===== src/rtl/drive_mixer_if.sv =====
// drive_mixer_if: RC sample input, enable, and motor drive outputs of drive_mixer.
interface drive_mixer_if #(
    parameter int unsigned PULSE_W = 17,
    parameter int unsigned OUT_W   = 12
);
    logic               in_valid;
    logic [PULSE_W-1:0] rc1;
    logic [PULSE_W-1:0] rc2;
    logic               enable;
    logic [OUT_W-1:0]   motor1;
    logic [OUT_W-1:0]   motor2;
    logic               out_valid;
    logic               failsafe;

    modport master (
        output in_valid, rc1, rc2, enable,
        input  motor1, motor2, out_valid, failsafe
    );

    modport slave (
        input  in_valid, rc1, rc2, enable,
        output motor1, motor2, out_valid, failsafe
    );
endinterface


===== src/rtl/drive_mixer.sv =====
// drive_mixer: RC throttle/steering pulse pair -> two sign-magnitude motor drives.
// Pipeline: pulse conversion -> mix targets (with watchdog failsafe) -> output registers.
// Define DRIVE_MIXER_SLEW_EN to rate-limit the outputs toward their targets.
module drive_mixer #(
    parameter int unsigned PULSE_W   = 17,
    parameter int unsigned MIX_W     = 10,
    parameter int unsigned OUT_W     = 12,
    parameter int          CENTER    = 1500,
    parameter int          DEADBAND  = 10,
    parameter int          MIN_LEN   = 990,
    parameter int          MAX_LEN   = 2011,
    parameter int unsigned TIMEOUT   = 1000000,
    parameter int          SLEW_STEP = 16,
    parameter int          RAMP_DIV  = 4
) (
    input  logic         clk,
    input  logic         rst_n,
    drive_mixer_if.slave bus
);
    localparam int          LIM    = (1 << (MIX_W - 1)) - 1;
    localparam int unsigned MAG_W  = MIX_W - 1;
    localparam int unsigned BODY_W = OUT_W - 1;
    localparam int unsigned SH     = OUT_W - MIX_W;
    localparam int unsigned WD_W   = $clog2(TIMEOUT + 1);
`ifdef DRIVE_MIXER_SLEW_EN
    localparam bit          RAMP_ON = 1'b1;
`else
    localparam bit          RAMP_ON = 1'b0;
`endif
    // Without ramping, a full-range step every cycle makes the outputs load targets directly.
    localparam int          STEP   = RAMP_ON ? SLEW_STEP : 2 * LIM;
    localparam int          DIV    = RAMP_ON ? RAMP_DIV : 1;
    localparam int unsigned DIV_W  = (DIV > 1) ? $clog2(DIV) : 1;

    function automatic int sat(input int x);
        if (x > LIM)       return LIM;
        else if (x < -LIM) return -LIM;
        else               return x;
    endfunction

    function automatic logic signed [MIX_W-1:0] convert(input logic [PULSE_W-1:0] p);
        int pi;
        int d;
        int v;
        pi = int'(p);
        d  = pi - CENTER;
        if (pi < MIN_LEN)                          v = -LIM;
        else if (pi > MAX_LEN)                     v = LIM;
        else if (d > -DEADBAND && d < DEADBAND)    v = 0;
        else                                       v = sat(d);
        return MIX_W'(v);
    endfunction

    function automatic void mix(input int x1, input int x2, output int o1, output int o2);
        int a;
        int s;
        a = sat(x1 + x2);
        s = sat(x1 - x2);
        if (x2 < 0) begin
            if (x1 < 0)       begin o1 = s; o2 = x1; end
            else if (x1 == 0) begin o1 = a; o2 = s;  end
            else              begin o1 = a; o2 = x1; end
        end else if (x1 == 0) begin
            o1 = x2; o2 = s;
        end else begin
            o1 = x1; o2 = (x1 < 0) ? a : s;
        end
    endfunction

    function automatic logic signed [MIX_W-1:0] step_to(input logic signed [MIX_W-1:0] cur,
                                                         input logic signed [MIX_W-1:0] tgt);
        int d;
        int r;
        d = int'(tgt) - int'(cur);
        if (d > STEP)       r = int'(cur) + STEP;
        else if (d < -STEP) r = int'(cur) - STEP;
        else                r = int'(tgt);
        return MIX_W'(r);
    endfunction

    function automatic logic [OUT_W-1:0] encode(input logic signed [MIX_W-1:0] m);
        logic [MAG_W-1:0]  mag;
        logic [BODY_W-1:0] body;
        mag  = m[MIX_W-1] ? MAG_W'(-m) : m[MAG_W-1:0];
        body = BODY_W'(mag) << SH;
        for (int unsigned i = 0; i < SH; i++) body[i] = mag[0];
        return {m[MIX_W-1], body};
    endfunction

    logic                    s1_valid;
    logic signed [MIX_W-1:0] c1, c2;
    logic signed [MIX_W-1:0] t1, t2;
    logic signed [MIX_W-1:0] cur1, cur2;
    logic signed [MIX_W-1:0] cur1_nx, cur2_nx;
    logic [WD_W-1:0]         wd;
    logic                    fs;
    logic [DIV_W-1:0]        div, div_nx;
    logic [OUT_W-1:0]        m1, m2, m1_nx, m2_nx;
    logic                    ov;
    logic                    expire_c;
    logic                    tick_c;
    int                      mt1, mt2;

    // A sample arriving on the expiry cycle takes priority over the watchdog.
    assign expire_c = (wd == '0) && !bus.in_valid;
    assign tick_c   = (div == DIV_W'(DIV - 1));

    // Stage 1: convert pulse lengths to signed channel values.
    always_ff @(posedge clk or negedge rst_n) begin
        if (!rst_n) begin
            s1_valid <= 1'b0;
            c1       <= '0;
            c2       <= '0;
        end else begin
            s1_valid <= bus.in_valid;
            if (bus.in_valid) begin
                c1 <= convert(bus.rc1);
                c2 <= convert(bus.rc2);
            end
        end
    end

    // Mixing rules applied to the stage-1 channel values.
    always_comb begin
        mt1 = 0;
        mt2 = 0;
        mix(int'(c1), int'(c2), mt1, mt2);
    end

    // Stage 2: load targets from a fresh sample, or zero them on watchdog expiry.
    always_ff @(posedge clk or negedge rst_n) begin
        if (!rst_n) begin
            t1 <= '0;
            t2 <= '0;
            fs <= 1'b0;
        end else if (s1_valid) begin
            t1 <= MIX_W'(mt1);
            t2 <= MIX_W'(mt2);
            fs <= 1'b0;
        end else if (expire_c) begin
            t1 <= '0;
            t2 <= '0;
            fs <= 1'b1;
        end
    end

    // Sample watchdog: reload on each sample, count down to zero otherwise.
    always_ff @(posedge clk or negedge rst_n) begin
        if (!rst_n)             wd <= WD_W'(TIMEOUT);
        else if (bus.in_valid)  wd <= WD_W'(TIMEOUT);
        else if (wd != '0)      wd <= wd - 1'b1;
    end

    // Next slew state and encoded outputs; enable low zeroes everything at once.
    always_comb begin
        cur1_nx = cur1;
        cur2_nx = cur2;
        div_nx  = div + 1'b1;
        if (!bus.enable) begin
            cur1_nx = '0;
            cur2_nx = '0;
            div_nx  = '0;
        end else if (tick_c) begin
            cur1_nx = step_to(cur1, t1);
            cur2_nx = step_to(cur2, t2);
            div_nx  = '0;
        end
        m1_nx = encode(cur1_nx);
        m2_nx = encode(cur2_nx);
    end

    // Output registers; out_valid marks cycles where either drive value changed.
    always_ff @(posedge clk or negedge rst_n) begin
        if (!rst_n) begin
            cur1 <= '0;
            cur2 <= '0;
            div  <= '0;
            m1   <= '0;
            m2   <= '0;
            ov   <= 1'b0;
        end else begin
            cur1 <= cur1_nx;
            cur2 <= cur2_nx;
            div  <= div_nx;
            m1   <= m1_nx;
            m2   <= m2_nx;
            ov   <= (m1_nx != m1) || (m2_nx != m2);
        end
    end

    assign bus.motor1    = m1;
    assign bus.motor2    = m2;
    assign bus.out_valid = ov;
    assign bus.failsafe  = fs;
endmodule


===== src/flat_wrapper.sv =====
// flat-port wrapper written by rule: the top's interface ports become plain ports
module drive_mixer_flat 
#(
    parameter int unsigned PULSE_W   = 17,
    parameter int unsigned MIX_W     = 10,
    parameter int unsigned OUT_W     = 12,
    parameter int          CENTER    = 1500,
    parameter int          DEADBAND  = 10,
    parameter int          MIN_LEN   = 990,
    parameter int          MAX_LEN   = 2011,
    parameter int unsigned TIMEOUT   = 1000000,
    parameter int          SLEW_STEP = 16,
    parameter int          RAMP_DIV  = 4
)
  (clk, rst_n, bus_in_valid, bus_rc1, bus_rc2, bus_enable, bus_motor1, bus_motor2, bus_out_valid, bus_failsafe);
  drive_mixer_if #(.PULSE_W(PULSE_W), .OUT_W(OUT_W)) bus_i ();
  input  logic clk;
  input  logic rst_n;
  input wire logic [$bits(bus_i.in_valid)-1:0] bus_in_valid;
  input wire logic [$bits(bus_i.rc1)-1:0] bus_rc1;
  input wire logic [$bits(bus_i.rc2)-1:0] bus_rc2;
  input wire logic [$bits(bus_i.enable)-1:0] bus_enable;
  output wire logic [$bits(bus_i.motor1)-1:0] bus_motor1;
  output wire logic [$bits(bus_i.motor2)-1:0] bus_motor2;
  output wire logic [$bits(bus_i.out_valid)-1:0] bus_out_valid;
  output wire logic [$bits(bus_i.failsafe)-1:0] bus_failsafe;
  assign bus_i.in_valid = bus_in_valid;
  assign bus_i.rc1 = bus_rc1;
  assign bus_i.rc2 = bus_rc2;
  assign bus_i.enable = bus_enable;
  assign bus_motor1 = bus_i.motor1;
  assign bus_motor2 = bus_i.motor2;
  assign bus_out_valid = bus_i.out_valid;
  assign bus_failsafe = bus_i.failsafe;
  drive_mixer #(.PULSE_W(PULSE_W), .MIX_W(MIX_W), .OUT_W(OUT_W), .CENTER(CENTER), .DEADBAND(DEADBAND), .MIN_LEN(MIN_LEN), .MAX_LEN(MAX_LEN), .TIMEOUT(TIMEOUT), .SLEW_STEP(SLEW_STEP), .RAMP_DIV(RAMP_DIV)) u_core (.clk(clk), .rst_n(rst_n), .bus(bus_i));
endmodule

===== config.mk =====
export PLATFORM = sky130hd
export DESIGN_NAME = drive_mixer_flat
export DESIGN_NICKNAME = d
export VERILOG_FILES = /design/src/rtl/drive_mixer_if.sv /design/src/rtl/drive_mixer.sv /design/src/flat_wrapper.sv
export SDC_FILE = /design/constraint.sdc
export NUM_CORES = 1
export LEC_CHECK = 0
export BUFFER_PORTS_ARGS = -buffer_cell sky130_fd_sc_hd__buf_2
export CAP_MARGIN = 20
export CORE_ASPECT_RATIO = 1.2
export CORE_MARGIN = 2
export CORE_UTILIZATION = 45
export CTS_BUF_LIST = sky130_fd_sc_hd__clkbuf_2 sky130_fd_sc_hd__clkbuf_4 sky130_fd_sc_hd__clkbuf_8
export CTS_CLUSTER_DIAMETER = 150
export DETAILED_ROUTE_END_ITERATION = 10
export SLEW_MARGIN = 20
export SYNTH_ARGS = -nofsm -noshare
export SYNTH_HDL_FRONTEND = slang
export SYNTH_SLANG_ARGS = --single-unit

===== constraint.sdc =====
create_clock -name clk -period 6.5 [get_ports clk]
set_clock_uncertainty 0.15 [all_clocks]
set_input_delay 1.3 -clock clk [delete_from_list [all_inputs] [get_ports clk]]
set_output_delay 1.3 -clock clk [all_outputs]
set_load 0.03 [all_outputs]

# Yosys cells after proc, flatten, opt, wreduce, memory -nomap -nowiden
# Index checks and enable logic that the tools add are counted.
[op_classes]
mux = 41
order_cmp = 22
n_addsub = 14
n_eq_ne = 2
n_reduce_logical = 10
[op_table]
columns = ["cell", "count"]
rows = [
  ["$mux 10", 33],
  ["$gt 32x11->1 const B", 2],
  ["$lt 32x11->1 const B", 2],
  ["$mux 20", 2],
  ["$gt 18x10->1 const B", 2],
  ["$gt 18x5->1 const B", 2],
  ["$lt 18x10->1 const B", 2],
  ["$lt 18x5->1 const B", 2],
  ["$sub 17x11->18 const B", 2],
  ["$gt 17x11->1 const B", 2],
  ["$lt 17x10->1 const B", 2],
  ["$sub 10x10->11", 3],
  ["$logic_not 32->1", 1],
  ["$ne 12x12->1", 2],
  ["$gt 11x10->1 const B", 2],
  ["$lt 11x10->1 const B", 2],
  ["$add 10x2->10 const B", 2],
  ["$logic_not 20->1", 1],
  ["$lt 10x1->1 const B", 2],
  ["$reduce_bool 20->1", 1],
  ["$sub 10x2->10 const B", 2],
  ["$sub 20x1->20 const B", 1],
  ["$mux 9", 2],
  ["$neg 9->9", 2],
  ["other kinds (7)", 13],
]
[word_totals]
register_bits = 108
in_bits = 38
output_inout_bits = 26

# Depth between registers and ports, before layout
# Gate-level depths: netlist of run 1.
[logic_depth]
word_depth = 10
mapped_depth = 23

# Worst setup path before layout of run 1
# OpenSTA, ideal clock, no wires.
[synth_timing]
kind = "register to register"
start = "register u_core.t1[0]"
end = "register u_core.ov (netlist: u_core.bus.out_valid)"
arrival_time_ns = 4.641
required_time_ns = 6.211
setup_ns = 0.139
path_stages_with_launch = 21
slack_ns = 1.570
synth_period_minus_slack_ns = 4.930
cell_sequence = "dfrtp_1 > inv_1 > ha_1 > inv_1 > fa_1 > a211oi_2 > o31ai_2 > xor2_1 > or4b_4 > or4_4 > buf_6 > nand2_8 > a21oi_1 > nand2b_1 > ha_1 > nor2b_1 > nor2_1 > a211oi_1 > a311o_1 > nand4bb_1 > or4_1"
[synth_between]
elab_chain_cells = 10
word_cells_on_any_way = 11
cone_classes = "add/sub (2); order compare (2); eq/ne (1); mux (5); reduce/logical (1)"
[synth_rtl]
columns = ["element", "line", "source"]
rows = [
  ["from (decl)", "drive_mixer.sv:92", "logic signed [MIX_W-1:0] t1, t2;"],
  ["from (signal assigned)", "drive_mixer.sv:137", "t1 <= MIX_W'(mt1);"],
  ["$sub 10x10->11", "drive_mixer.sv:74", "d = int'(tgt) - int'(cur);"],
  ["$lt 32x11->1", "drive_mixer.sv:76", "else if (d < -STEP) r = int'(cur) - STEP;"],
  ["$mux 10", "drive_mixer.sv:76", ""],
  ["$mux 10 (*)", "drive_mixer.sv:75", "if (d > STEP) r = int'(cur) + STEP;"],
  ["$mux 10 (*)", "drive_mixer.sv:163", "end else if (tick_c) begin"],
  ["$mux 10 (*)", "drive_mixer.sv:159", "if (!bus.enable) begin"],
  ["$neg 9->9", "drive_mixer.sv:84", "mag = m[MIX_W-1] ? MAG_W'(-m) : m[MAG_W-1:0];"],
  ["$mux 9", "drive_mixer.sv:84", ""],
  ["$ne 12x12->1 (*)", "drive_mixer.sv:187", "ov <= (m1_nx != m1) || (m2_nx != m2);"],
  ["$logic_or 1x1->1 (*)", "drive_mixer.sv:187", ""],
  ["to (signal assigned)", "drive_mixer.sv:187", ""],
  ["to (decl)", "drive_mixer.sv:99", "logic ov;"],
]
# Mark *: on every way between the ends. The rest lies on a longest branch, timed or not.
# A chain may end at the register's enable or synchronous reset.

# Final worst setup path of run 1
[layout_timing]
start = "register u_core.t2[0]"
end = "register u_core.ov (netlist: u_core.bus.out_valid)"
[layout_between]
elab_chain_cells = 10
word_cells_on_any_way = 11
cone_classes = "add/sub (2); order compare (2); eq/ne (1); mux (5); reduce/logical (1)"
[layout_rtl]
columns = ["element", "line", "source"]
rows = [
  ["from (decl)", "drive_mixer.sv:92", ""],
  ["from (signal assigned)", "drive_mixer.sv:138", "t2 <= MIX_W'(mt2);"],
  ["$sub 10x10->11 (*)", "drive_mixer.sv:74", ""],
  ["$lt 32x11->1", "drive_mixer.sv:76", ""],
  ["$mux 10", "drive_mixer.sv:76", ""],
  ["$mux 10 (*)", "drive_mixer.sv:75", ""],
  ["$mux 10 (*)", "drive_mixer.sv:163", ""],
  ["$mux 10 (*)", "drive_mixer.sv:159", ""],
  ["via u_core.cur2_nx[1]", "drive_mixer.sv:94", "logic signed [MIX_W-1:0] cur1_nx, cur2_nx;"],
  ["$neg 9->9", "drive_mixer.sv:84", ""],
  ["$mux 9 (*)", "drive_mixer.sv:84", ""],
  ["$ne 12x12->1 (*)", "drive_mixer.sv:187", ""],
  ["$logic_or 1x1->1 (*)", "drive_mixer.sv:187", ""],
]
# The timed path passes the listed nets; every way through them passes the cells marked *.

==> summary.md, run 1 <==
| Metric | Value |
|---|---|
| Mapped cell area | slightly below 10000 sq um |
| TritonCTS clock tree | built |
| Yosys Warn Count | 0 |
| First-pass GRT wire length | roughly 43000 microns |
| Hold_buf cts | 0 |
| Startpoint of the worst hold path | u_core.bus.failsafe$_DFFE_PN0P_ |
| Period utilization | 0.850 |
| Clock latency on the worst-skew pair | about 0.39 ns |
| Total leakage power | 0.00437 uW |
| Final nets | approximately 1400 |
| Post-CTS setup buffers | 0 |
| CP Data Arrival Time | 5.63 ns |
| Slew Limit Fails | 0 |
| Total gr overflow | 0 |
| Wire per inst | 17.1 microns |
| Crit-path max FO | 5 |
| Number of flops mapped to enable cells by yosys | 0 |
| Max Cap Viol | 0 |
| Cell Count, Final, Fillers Out | roughly 1500 |
| Sw Share | 0.479 |
| Crit Path Class | flop to flop |
| Antenna Nets Post-Route | 0 |
| Critical path startpoint category | flop |
| FF+latch count, synth | 99 |
| # IOs | 64 |
| Sequential fraction of the synthesis area | 0.258 |
| Die footprint | 22600 sq um |
| Net Count, Synth | between 1000 and 1500 |
| Placer Congestion | roughly 0.94 |
| Internal power | about 1600 uW |
| PostCTS Resize Cnt | 0 |
| H-tree level count | 3 |
| DRT iter0 DRCs | ~600 |
| CP required | 6.60 ns |
| Comb pwr share | 0.577 |
| Slew @ Worst Pin | approximately 0.93 ns |
| Row cnt | 58 |
| Hold Vio Cnt, Final | 0 |
| Initial Util | 0.460 |
| Reg power frac | 0.283 |
| Sink Count | 99 |
| Maximum number of pins on one net before global-route repair | 67 |
| Fmax | 0.181 GHz |
| Final setup fails | 0 |
| Cts bufs inserted | 9 |
| DR vias/cell | 5.87 |
| DRT Wirelength | about 26000 microns |
| Die Wd | ~140 microns |
| Status | finished, final reports clean |
| GRT Total Usage | 0.236 |
| Dpl hpwl | approximately 21000 microns |
| Syn avg cell area | between 7 and 8 sq um |
| Commonest non-fill, non-tap cells in the layout | 115 x nor2_1, 106 x nand2_1, 92 x dfrtp_1, 90 x a21oi_1, 81 x inv_1 |
| Slew headroom | 0.376 |
| Critical Path Source | u_core.t2[0]$_DFFE_PN0P_ |
| Setup repair after global routing missed its margin | no |
| Synth cell types | 91 |
| Detailed-route via count | 8991 |
| Hold crit path type | flop to flop |
| Die height | between 150 and 200 microns |
| Commonest non-fill, non-tap cell in the layout | nor2_1 |
| Reg2reg start | u_core.t2[0]$_DFFE_PN0P_ |
| Post-synthesis cell count | 1223 |
| # port buffers | 63 |
| Layout cell share with drive strength beyond 1 | 0.0991 |
| P&R area growth vs syn | 6.89% |
| Clock slew at reported path FFs | approximately 0.10 ns |
| DP Cell Count | 1515 |
| TritonRoute pass-1 iters | 5 |
| Cell Pwr Density | 295 nW/um^2 |
| Post-route DRC | 0 |
| # diodes | 0 |
| Setup TNS | 0 ns |
| Primary FF master, synth | dfrtp_1 |
| Clock Power Share | 0.140 |
| Core Region | 21000 sq um |
| Maximum clock insertion buffer count | 2 |
| Root Driver | clkbuf_8 |
| Switch Pwr | 1450 uW |
| Vias in the first global route | 8578 |
| Critical Path Sink Type | flop |
| Asr flop ratio synth | 1.00 |
| Clock period minus worst slack | 5.53 ns |
| Initial antenna violation count | 0 |
| VDD IR max | 0.000162 V |
==> layout make-up <==
class | instances | area [sq um]
clock buffers | 12 | 146
multi-input cells | 993 | 6610
inverters | 86 | 328
clock inverters | 4 | 51.3
flip-flops and latches | 99 | 2490
repair buffers | 67 | 348
fillers | 2103 | 10700
well taps | 270 | 338
==> logic make-up after synthesis <==
| logic type | count (synthesis) | share of synthesized area |
|---|---|---|
| compound gates | 337 | 0.234 |
| xor+xnor | 105 | 0.0982 |
| mux | 11 | 0.0118 |
| buf+inv | 131 | 0.0567 |
| flops | 99 | 0.258 |
| fa+ha+maj | 69 | 0.0911 |
| simple gates | 471 | 0.250 |
==> path summary, 6_finish.rpt <==
check | endpoint | slack [ns] | cells past startpoint
worst max-delay path | u_core.bus.out_valid$_DFF_PN0_ | 0.97 | 20
worst min-delay path | u_core.bus.failsafe$_DFFE_PN0P_ | 0.38 | 2
worst max register to register | u_core.bus.out_valid$_DFF_PN0_ | 0.97 | 20
worst min register to register | u_core.bus.failsafe$_DFFE_PN0P_ | 0.38 | 2
max in group asynchronous | u_core.wd[12]$_DFFE_PN0N_ | 4.29 | 2
min in group asynchronous | u_core.cur1[5]$_DFF_PN0_ | 0.69 | 1
==> synthesized netlist by cell type, drive strengths merged, types with 13 or more instances <==
cell type,number,area [sq um]
nor4,21,144
nor3,51,255
a21oi,90,450
nand3,32,160
xnor2,74,648
clkbuf,30,113
and2,13,81.3
buf,15,106
nand2,107,418
dfrtp,92,2300
o21ai,73,365
nor2b,16,100
ha,59,738
o22ai,23,144
nor2,116,438
inv,83,312
nand2b,21,131
and3,17,106
nand4,17,106
xor2,29,254
==> worst max-delay path: stages, from the launching register on <==
cell	delay, ns
dfrtp_1	0.44
inv_1	0.13
ha_1	0.15
inv_1	0.05
fa_1	0.40
a211o_1	0.34
a41o_1	0.29
o221ai_1	0.28
nor2_1	0.12
nand4b_1	0.31
o22ai_1	0.28
nor3_1	0.08
nor3_1	0.54
inv_1	0.12
ha_1	0.25
nor3_1	0.33
xnor3_1	0.23
o21ai_0	0.09
nor4_1	0.29
nand4_1	0.12
or4_1	0.40
==> power by group through the flow <==
stage	Clock [uW]	Sequential, uW	Combinational [uW]
2_1_floorplan	0	877	1300
3_3_place_gp	0	869	1730
3_5_place_dp	0	869	1720
4_1_cts	435	859	1730
5_1_grt	462	874	1930
6_report	426	860	1750
==> sequential cells by signal (all words and copies together), names as in the netlist <==
| name | cells |
|---|---|
| u_core.t2 | 10 |
| u_core.c1 | 10 |
| u_core.c2 | 10 |
| u_core.bus.out_valid | 1 |
| u_core.s1_valid | 1 |
| u_core.bus.failsafe | 1 |
| u_core.cur2 | 10 |
| u_core.t1 | 10 |
| u_core.wd | 20 |
| u_core.bus.motor2 | 8 |
| u_core.cur1 | 10 |
| u_core.bus.motor1 | 8 |
==> metal layers <==
metal  routed length (microns)  vias to the layer above  GRT usage
met5                         0                        -          0
met4                       958                        0      0.101
met3                       972                       55     0.0231
met2                     12900                      247      0.415
met1                     11400                     4184      0.290
li1                          -                     4505          -
==> through the flow <==
stage,cell area (sq um),utilization,total power [uW],setup slack (ns),hold WS [ns]
2_1_floorplan,9640,-,2180,1.57,0.313
3_3_place_gp,10100,0.482,2590,1.10,0.337
3_5_place_dp,10100,0.482,2590,1.07,0.366
4_1_cts,10300,0.491,3030,1.03,0.389
5_1_grt,10300,0.491,3270,0.564,0.431
6_report,10300,0.491,3040,0.973,0.382
No activity file was read; power rests on OpenSTA's default activity.
==> run 2, diff against run 1 <==
Settings changed: REMOVE_ABC_BUFFERS from default to 1.
==> run 2 against run 1 <==
  * Count of clock-buffer cells in the layout shrank 3
  * Cell count barely moved
  * First-iteration DRC count rose by 12%
  * Clock power up 11%
  * Design area is 0.40% higher
  * Combinational power about the same
  * Sequential cell count did not move
  * Sequential power is essentially flat
  * Hold slack barely moved
  * Worst setup slack better by 0.074 ns
  * Critical path type unchanged
==> summary.md, run 2 (synthesized netlist as in run 1, its figures left out) <==
| Metric | Value |
|---|---|
| Switch Pwr | 1470 uW (+1.2%) |
| Root Driver | clkbuf_8 |
| Maximum clock insertion buffer count | 2 (unchanged) |
| Post-route DRC | 0 (unchanged) |
| Hold Slack | 0.382 ns (+0.000333 ns) |
| Layout cell share with drive strength beyond 1 | 0.0998 (+0.000714) |
| Clock Power Share | 0.153 (+0.013) |
| Critical path's top delay family | simple AND/OR/NAND/NOR gates |
| Wire per inst | 17.0 microns (-1.0%) |
| Worst r2r dst | u_core.bus.out_valid$_DFF_PN0_ |
| Worst Path Buf+Inv | 2 (-1) |
| Worst path max stage delay | 0.68 ns (+0.14 ns) |
| H-tree level count | 3 (unchanged) |
| Cts bufs inserted | 9 (unchanged) |
| Sink Count | 99 (unchanged) |
| Comb pwr share | 0.568 (-0.009) |
| Setup repair after global routing missed its margin | no |
| Sw Share | 0.476 (-0.00250) |
| # port buffers | 63 (unchanged) |
| Antenna Nets Post-Route | 0 (unchanged) |
| DRT Wirelength | 26000 microns (-0.94%) |
| Final core utilization | 0.493 (+0.00197) |
| Hold_buf cts | 0 (unchanged) |
| CP Data Arrival Time | 5.57 ns (-0.06 ns) |
| Die footprint | 22600 sq um (unchanged) |
| Status | finished, final reports clean |
| TritonCTS clock tree | built |
| Reg power frac | 0.278 (-0.005) |
| TritonRoute pass-1 iters | 7 (+2) |
| Reg area | 2490 sq um (unchanged) |
| Die height | 164 microns (unchanged) |
| GRT Total Usage | 0.235 (-0.000477) |
| Initial antenna violation count | 0 (unchanged) |
| Die Wd | 138 microns (unchanged) |
| Core Region | 21000 sq um (unchanged) |
| DRT iter0 DRCs | 672 (+12%) |
| Setup TNS | 0 ns (unchanged) |
| Reg2reg start | u_core.cur1[0]$_DFF_PN0_ |
| Critical Path Sink Type | flop |
| PostCTS Resize Cnt | 0 (unchanged) |
| Critical path cell sequence | ha_1 > inv_1 > fa_1 > a211oi_2 > o31ai_2 > xor2_1 > or4b_4 > or4_4 > and3_1 > o21ai_1 > inv_1 > o21ai_0 > o21ai_0 > nor4_1 > nand4_1 > or4_1 |
| Total leakage power | 0.00439 uW (+0.40%) |
| Critical path startpoint category | flop |
| Max reg flops | 20 (unchanged) |
| Multi-input gate area | 6610 sq um (unchanged) |
| P&R area growth vs syn | 7.32% |
| Critical Path Source | u_core.cur1[0]$_DFF_PN0_ |
| Flop-to-flop setup slack | 1.05 ns (+0.07 ns) |
| Slew @ Worst Pin | 0.954 ns (+0.0247 ns) |
| DP Cell Count | 1516 (+0.066%) |
| Post-CTS setup buffers | 0 (unchanged) |
| Cell Count, Final, Fillers Out | 1532 (+0.065%) |
| Period utilization | 0.839 (-0.0114) |
| FILL cells | 2076 (-1.3%) |
| Register bank with the most flops | u_core.wd |
| First-pass GRT wire length | 42300 microns (-0.74%) |
| Clock period minus worst slack | 5.45 ns (-0.0739 ns) |
| Hold crit path type | flop to flop |
| Clock slew at reported path FFs | 0.11 ns (about the same) |
| Reg2reg path depth | 16 (-20%) |
| Maximum number of pins on one net before global-route repair | 76 (+13%) |
| Internal power | 1620 uW (+2.2%) |
| Critical Path Sink | u_core.bus.out_valid$_DFF_PN0_ |
| # IOs | 64 (unchanged) |
| DR vias/cell | 5.88 (+0.16%) |
| # diodes | 0 (unchanged) |
| Commonest non-fill, non-tap cell in the layout | nor2_1 |
| Startpoint of the worst hold path | u_core.bus.failsafe$_DFFE_PN0P_ |
| Final nets | 1358 (+0.074%) |
| Slew Limit Fails | 0 (unchanged) |
| VDD IR max | 0.000178 V (+9.9%) |
| Cell Pwr Density | 299 nW/um^2 (+1.3%) |
| Fmax | 0.183 GHz (+1.4%) |
| Row cnt | 58 (unchanged) |
| Detailed-route via count | 9011 (+0.22%) |
| CP required | 6.62 ns (+0.02 ns) |
| Commonest non-fill, non-tap cells in the layout | 115 x nor2_1, 106 x nand2_1, 92 x dfrtp_1, 90 x a21oi_1, 81 x inv_1 |
| Dpl hpwl | 20600 microns (-0.96%) |
| Hold Vio Cnt, Final | 0 (unchanged) |
| Max Cap Viol | 0 (unchanged) |
| Vias in the first global route | 8436 (-1.7%) |
| Worst hold path cell count | 2 (unchanged) |
| Crit path depth | 16 (-20%) |
| Clock latency on the worst-skew pair | 0.39 ns (about the same) |
| Final WS setup | 1.05 ns (+0.0739 ns) |
| Crit Path Class | flop to flop |
| Place WS | 1.09 ns (+0.0219 ns) |
| Crit-path max FO | 12 (+7) |
| Placer Congestion | 0.933 (-1.1%) |
| Total gr overflow | 0 (unchanged) |
| Slew headroom | 0.364 (-0.0127) |
| Final setup fails | 0 (unchanged) |
| Initial Util | 0.460 (unchanged) |
| Slowest-stage cell, CP | o21ai_1 |
[run 2: cell types whose count changed in the layout (fill, tap and decap cells not counted), sizes merged]
cell,change
clkbuf,-3
bufinv,+1
buf,+1
inv,+2
[run 2: worst min-delay path: cells and delay by family, from the launching register on]
family | cells | cell delay [ns]
flops | 1 | 0.38
simple gates | 2 | 0.12
[run 2: power by group through the flow]
stage | registers, uW | logic [uW] | clock network [uW]
global route | 874 | 1940 | 510
global placement | 868 | 1730 | 0
detailed placement | 869 | 1730 | 0
CTS | 859 | 1740 | 487
finish | 860 | 1760 | 474
floorplan | 897 | 1250 | 0
[run 2: final cells by class]
| cell class | count | share of cell area |
|---|---|---|
| Tap cell | 270 | 0.0327 |
| Inverter | 86 | 0.0317 |
| Sequential cell | 99 | 0.240 |
| Clock inverter | 7 | 0.0104 |
| Timing Repair Buffer | 68 | 0.0343 |
| Multi-Input combinational cell | 993 | 0.639 |
| Clock buffer | 9 | 0.0120 |
[run 2: metal layers]
layer	part of all wire	GRT usage	vias up
li1	-	-	4506
met1	0.43	0.294	4193
met2	0.49	0.406	246
met3	0.037	0.0219	66
met4	0.040	0.107	0
met5	0	0	-
[run 2: how the worst min path moves through the flow]
stage                                      end  slack [ns]
4_1_cts              u_core.wd[13]$_DFFE_PN0N_        0.40
5_1_grt        u_core.bus.failsafe$_DFFE_PN0P_        0.43
3_5_place_dp         u_core.wd[13]$_DFFE_PN0N_        0.37
3_3_place_gp         u_core.wd[13]$_DFFE_PN0N_        0.37
6_report       u_core.bus.failsafe$_DFFE_PN0P_        0.38
2_1_floorplan         u_core.t2[2]$_DFFE_PN0P_        0.31
[run 2: metrics by stage]
stage	power [uW]	instance area (sq um)
after floorplan	2150	9420
after global placement	2600	10100
after detailed placement	2600	10100
after CTS	3090	10300
after global routing	3330	10300
final	3090	10300
==> run 3, diff against run 2 <==
Clock period 6.5 ns to 4.8 ns, I/O delays scaled along.
==> run 3 against run 2 <==
  * Global-route usage increased by 1.9 points
  * Via count increased by 8.5%
  * Die area unchanged
  * Power increased by 59%
  * The run now ends with setup timing left
  * Largest cell class unchanged
  * Cell count increased by 11%
  * Highest routed layer unchanged
  * Maximum frequency increased by 7.8%
==> summary.md, run 3 (synthesized netlist as in run 1, its figures left out) <==
| Metric | Value |
|---|---|
| Wire per inst | 16.5 microns (-2.5%) |
| H-tree level count | 3 (unchanged) |
| Die height | 164 microns (unchanged) |
| Final nets | 1531 (+13%) |
| Critical path startpoint category | flop |
| TritonCTS clock tree | built |
| Slew @ Worst Pin | 0.843 ns (-0.112 ns) |
| Die Wd | 138 microns (unchanged) |
| Commonest non-fill, non-tap cells in the layout | 178 x buf_4, 113 x nor2_1, 106 x nand2_1, 92 x dfrtp_1, 87 x a21oi_1 |
| Fmax | 0.198 GHz (+7.8%) |
| Antenna Nets Post-Route | 0 (unchanged) |
| Status | finished, violations left |
| Critical path cell sequence | inv_2 > ha_4 > inv_2 > fa_2 > a211oi_4 > o31ai_4 > a221oi_2 > or4b_4 > or4_4 > buf_4 > buf_4 > o22ai_1 > a211o_1 > a2111oi_1 > a32o_1 > nor4_2 > nand4_1 > or4_1 |
| Layout cell share with drive strength beyond 1 | 0.234 (+0.134) |
| Initial Util | 0.460 (unchanged) |
| Max Cap Viol | 0 (unchanged) |
| Max reg flops | 20 (unchanged) |
| Crit Path Class | flop to flop |
| Period utilization | 1.05 (+0.215) |
| Slowest-stage cell, CP | or4_4 |
| Setup repair after global routing missed its margin | yes |
| # port buffers | 63 (unchanged) |
| Startpoint of the worst hold path | u_core.wd[5]$_DFFE_PN0N_ |
| Critical Path Sink Type | flop |
| Final setup fails | 1 (+1) |
| Maximum number of pins on one net before global-route repair | 63 (-17%) |
| VDD IR max | 0.000215 V (+21%) |
| DR vias/cell | 5.74 (-2.5%) |
| Cts bufs inserted | 9 (unchanged) |
| Root Driver | clkbuf_8 |
| Core Region | 21000 sq um (unchanged) |
| DRT Wirelength | 28200 microns (+8.5%) |
| Final core utilization | 0.568 (+0.0746) |
| Placer Congestion | 0.900 (-3.5%) |
| FILL cells | 1984 (-4.4%) |
| Post-route cell area | 11900 sq um (+15%) |
| # IOs | 64 (unchanged) |
| Vias in the first global route | 9394 (+11%) |
| Setup TNS | -0.258 ns (-0.258 ns) |
| Total gr overflow | 0 (unchanged) |
| Worst path max stage delay | 0.56 ns (-0.12 ns) |
| Post-route DRC | 0 (unchanged) |
| Clock period minus worst slack | 5.06 ns (-0.395 ns) |
| Crit-path max FO | 4 (-8) |
| Die footprint | 22600 sq um (unchanged) |
| Clock latency on the worst-skew pair | 0.39 ns (about the same) |
| P&R area growth vs syn | 23.6% |
| Hold_buf cts | 0 (unchanged) |
| GRT Total Usage | 0.254 (+0.0188) |
| First-pass GRT wire length | 45700 microns (+7.8%) |
| TritonRoute pass-1 iters | 5 (-2) |
| Hold crit path type | flop to flop |
| Reg2reg start | u_core.t1[0]$_DFFE_PN0P_ |
| Register bank with the most flops | u_core.wd |
| Cell Pwr Density | 412 nW/um^2 (+38%) |
| Clock slew at reported path FFs | 0.11 ns (about the same) |
| Failing checks | setup timing |
| Commonest non-fill, non-tap cell in the layout | buf_4 |
| Row cnt | 58 (unchanged) |
| Maximum clock insertion buffer count | 2 (unchanged) |
| Critical Path Source | u_core.t1[0]$_DFFE_PN0P_ |
| DRT iter0 DRCs | 563 (-16%) |
| Slew headroom | 0.438 (+0.0746) |
| Hold Vio Cnt, Final | 0 (unchanged) |
| CP Data Arrival Time | 5.18 ns (-0.39 ns) |
| Sink Count | 99 (unchanged) |
| # diodes | 0 (unchanged) |
| Final WS setup | -0.258 ns (-1.31 ns) |
| Slew Limit Fails | 0 (unchanged) |
| Dpl hpwl | 22700 microns (+10%) |
| Initial antenna violation count | 0 (unchanged) |
| Post-placement cell area | 11300 sq um (+12%) |
| Total leakage power | 0.00529 uW (+21%) |
| Hold Slack | 0.402 ns (+0.0196 ns) |
| Detailed-route via count | 9780 (+8.5%) |
| CP required | 4.93 ns (-1.69 ns) |
[run 3: cell count changes in the layout (fill, tap and decap cells not counted), sizes merged]
cell	previous run	this run
buf	68	241
clkinv	4	3
clkinvlp	1	2
[run 3: cell type report]
| cell class | count | area (sq um) | area share |
|---|---|---|---|
| timing repair buffer | 241 | 1660 | 0.139 |
| multi-input combinational | 993 | 6870 | 0.577 |
| clock inverter | 7 | 106 | 0.00893 |
| clock buffer | 9 | 124 | 0.0104 |
| tap | 270 | 338 | 0.0284 |
| sequential | 99 | 2490 | 0.209 |
| inverter | 86 | 328 | 0.0275 |
[run 3: path summary, 6_finish.rpt]
path / endpoint / slack [ns] / depth (start not counted)
hold reg to reg: u_core.wd[5]$_DFFE_PN0N_ / 0.40 / 2
hold / removal: u_core.wd[5]$_DFFE_PN0N_ / 0.40 / 2
min in group asynchronous: u_core.cur1[6]$_DFF_PN0_ / 0.50 / 1
setup reg to reg: u_core.bus.out_valid$_DFF_PN0_ / -0.26 / 18
setup / recovery: u_core.bus.out_valid$_DFF_PN0_ / -0.26 / 18
max in group asynchronous: u_core.wd[6]$_DFFE_PN1N_ / 2.95 / 2
[run 3: per-stage QoR]
step / total power [uW] / worst slack, ns / instances
after floorplan: 2910 / -0.676 / 1178
after global placement: 4060 / -0.253 / 1674
after detailed placement: 4090 / -0.291 / 1674
after CTS: 4830 / -0.235 / 1700
after global routing: 5260 / -0.409 / 1705
final: 4910 / -0.258 / 1705
[run 3: where the power goes]
part	switching (uW)	internal, uW	total, uW
logic	1720	1430	3150
clock network	344	303	646
registers	133	971	1100
total	2200	2700	4910
[run 3: layer usage]
metal | part of all wire | vias up | GRT usage
li1 | - | 4861 | -
met1 | 0.42 | 4606 | 0.304
met2 | 0.50 | 249 | 0.460
met3 | 0.033 | 64 | 0.0222
met4 | 0.039 | 0 | 0.107
met5 | 0 | - | 0
[run 3: what timing repair did]
action | in CTS | in global routing
resized for setup | 25 | 28
endpoints found under the hold margin | 0 | 0
setup endpoints to repair | 1 | 3
pin swaps | 28 | 26
buffers inserted | 10 | 5
[run 3: critical path: cells and delay by family (launching register included)]
kind,cells,cell delay (ns)
simple gates,5,1.97
fa+ha+maj,2,0.51
flops,1,0.40
buf+inv,4,0.42
compound gates,7,1.50
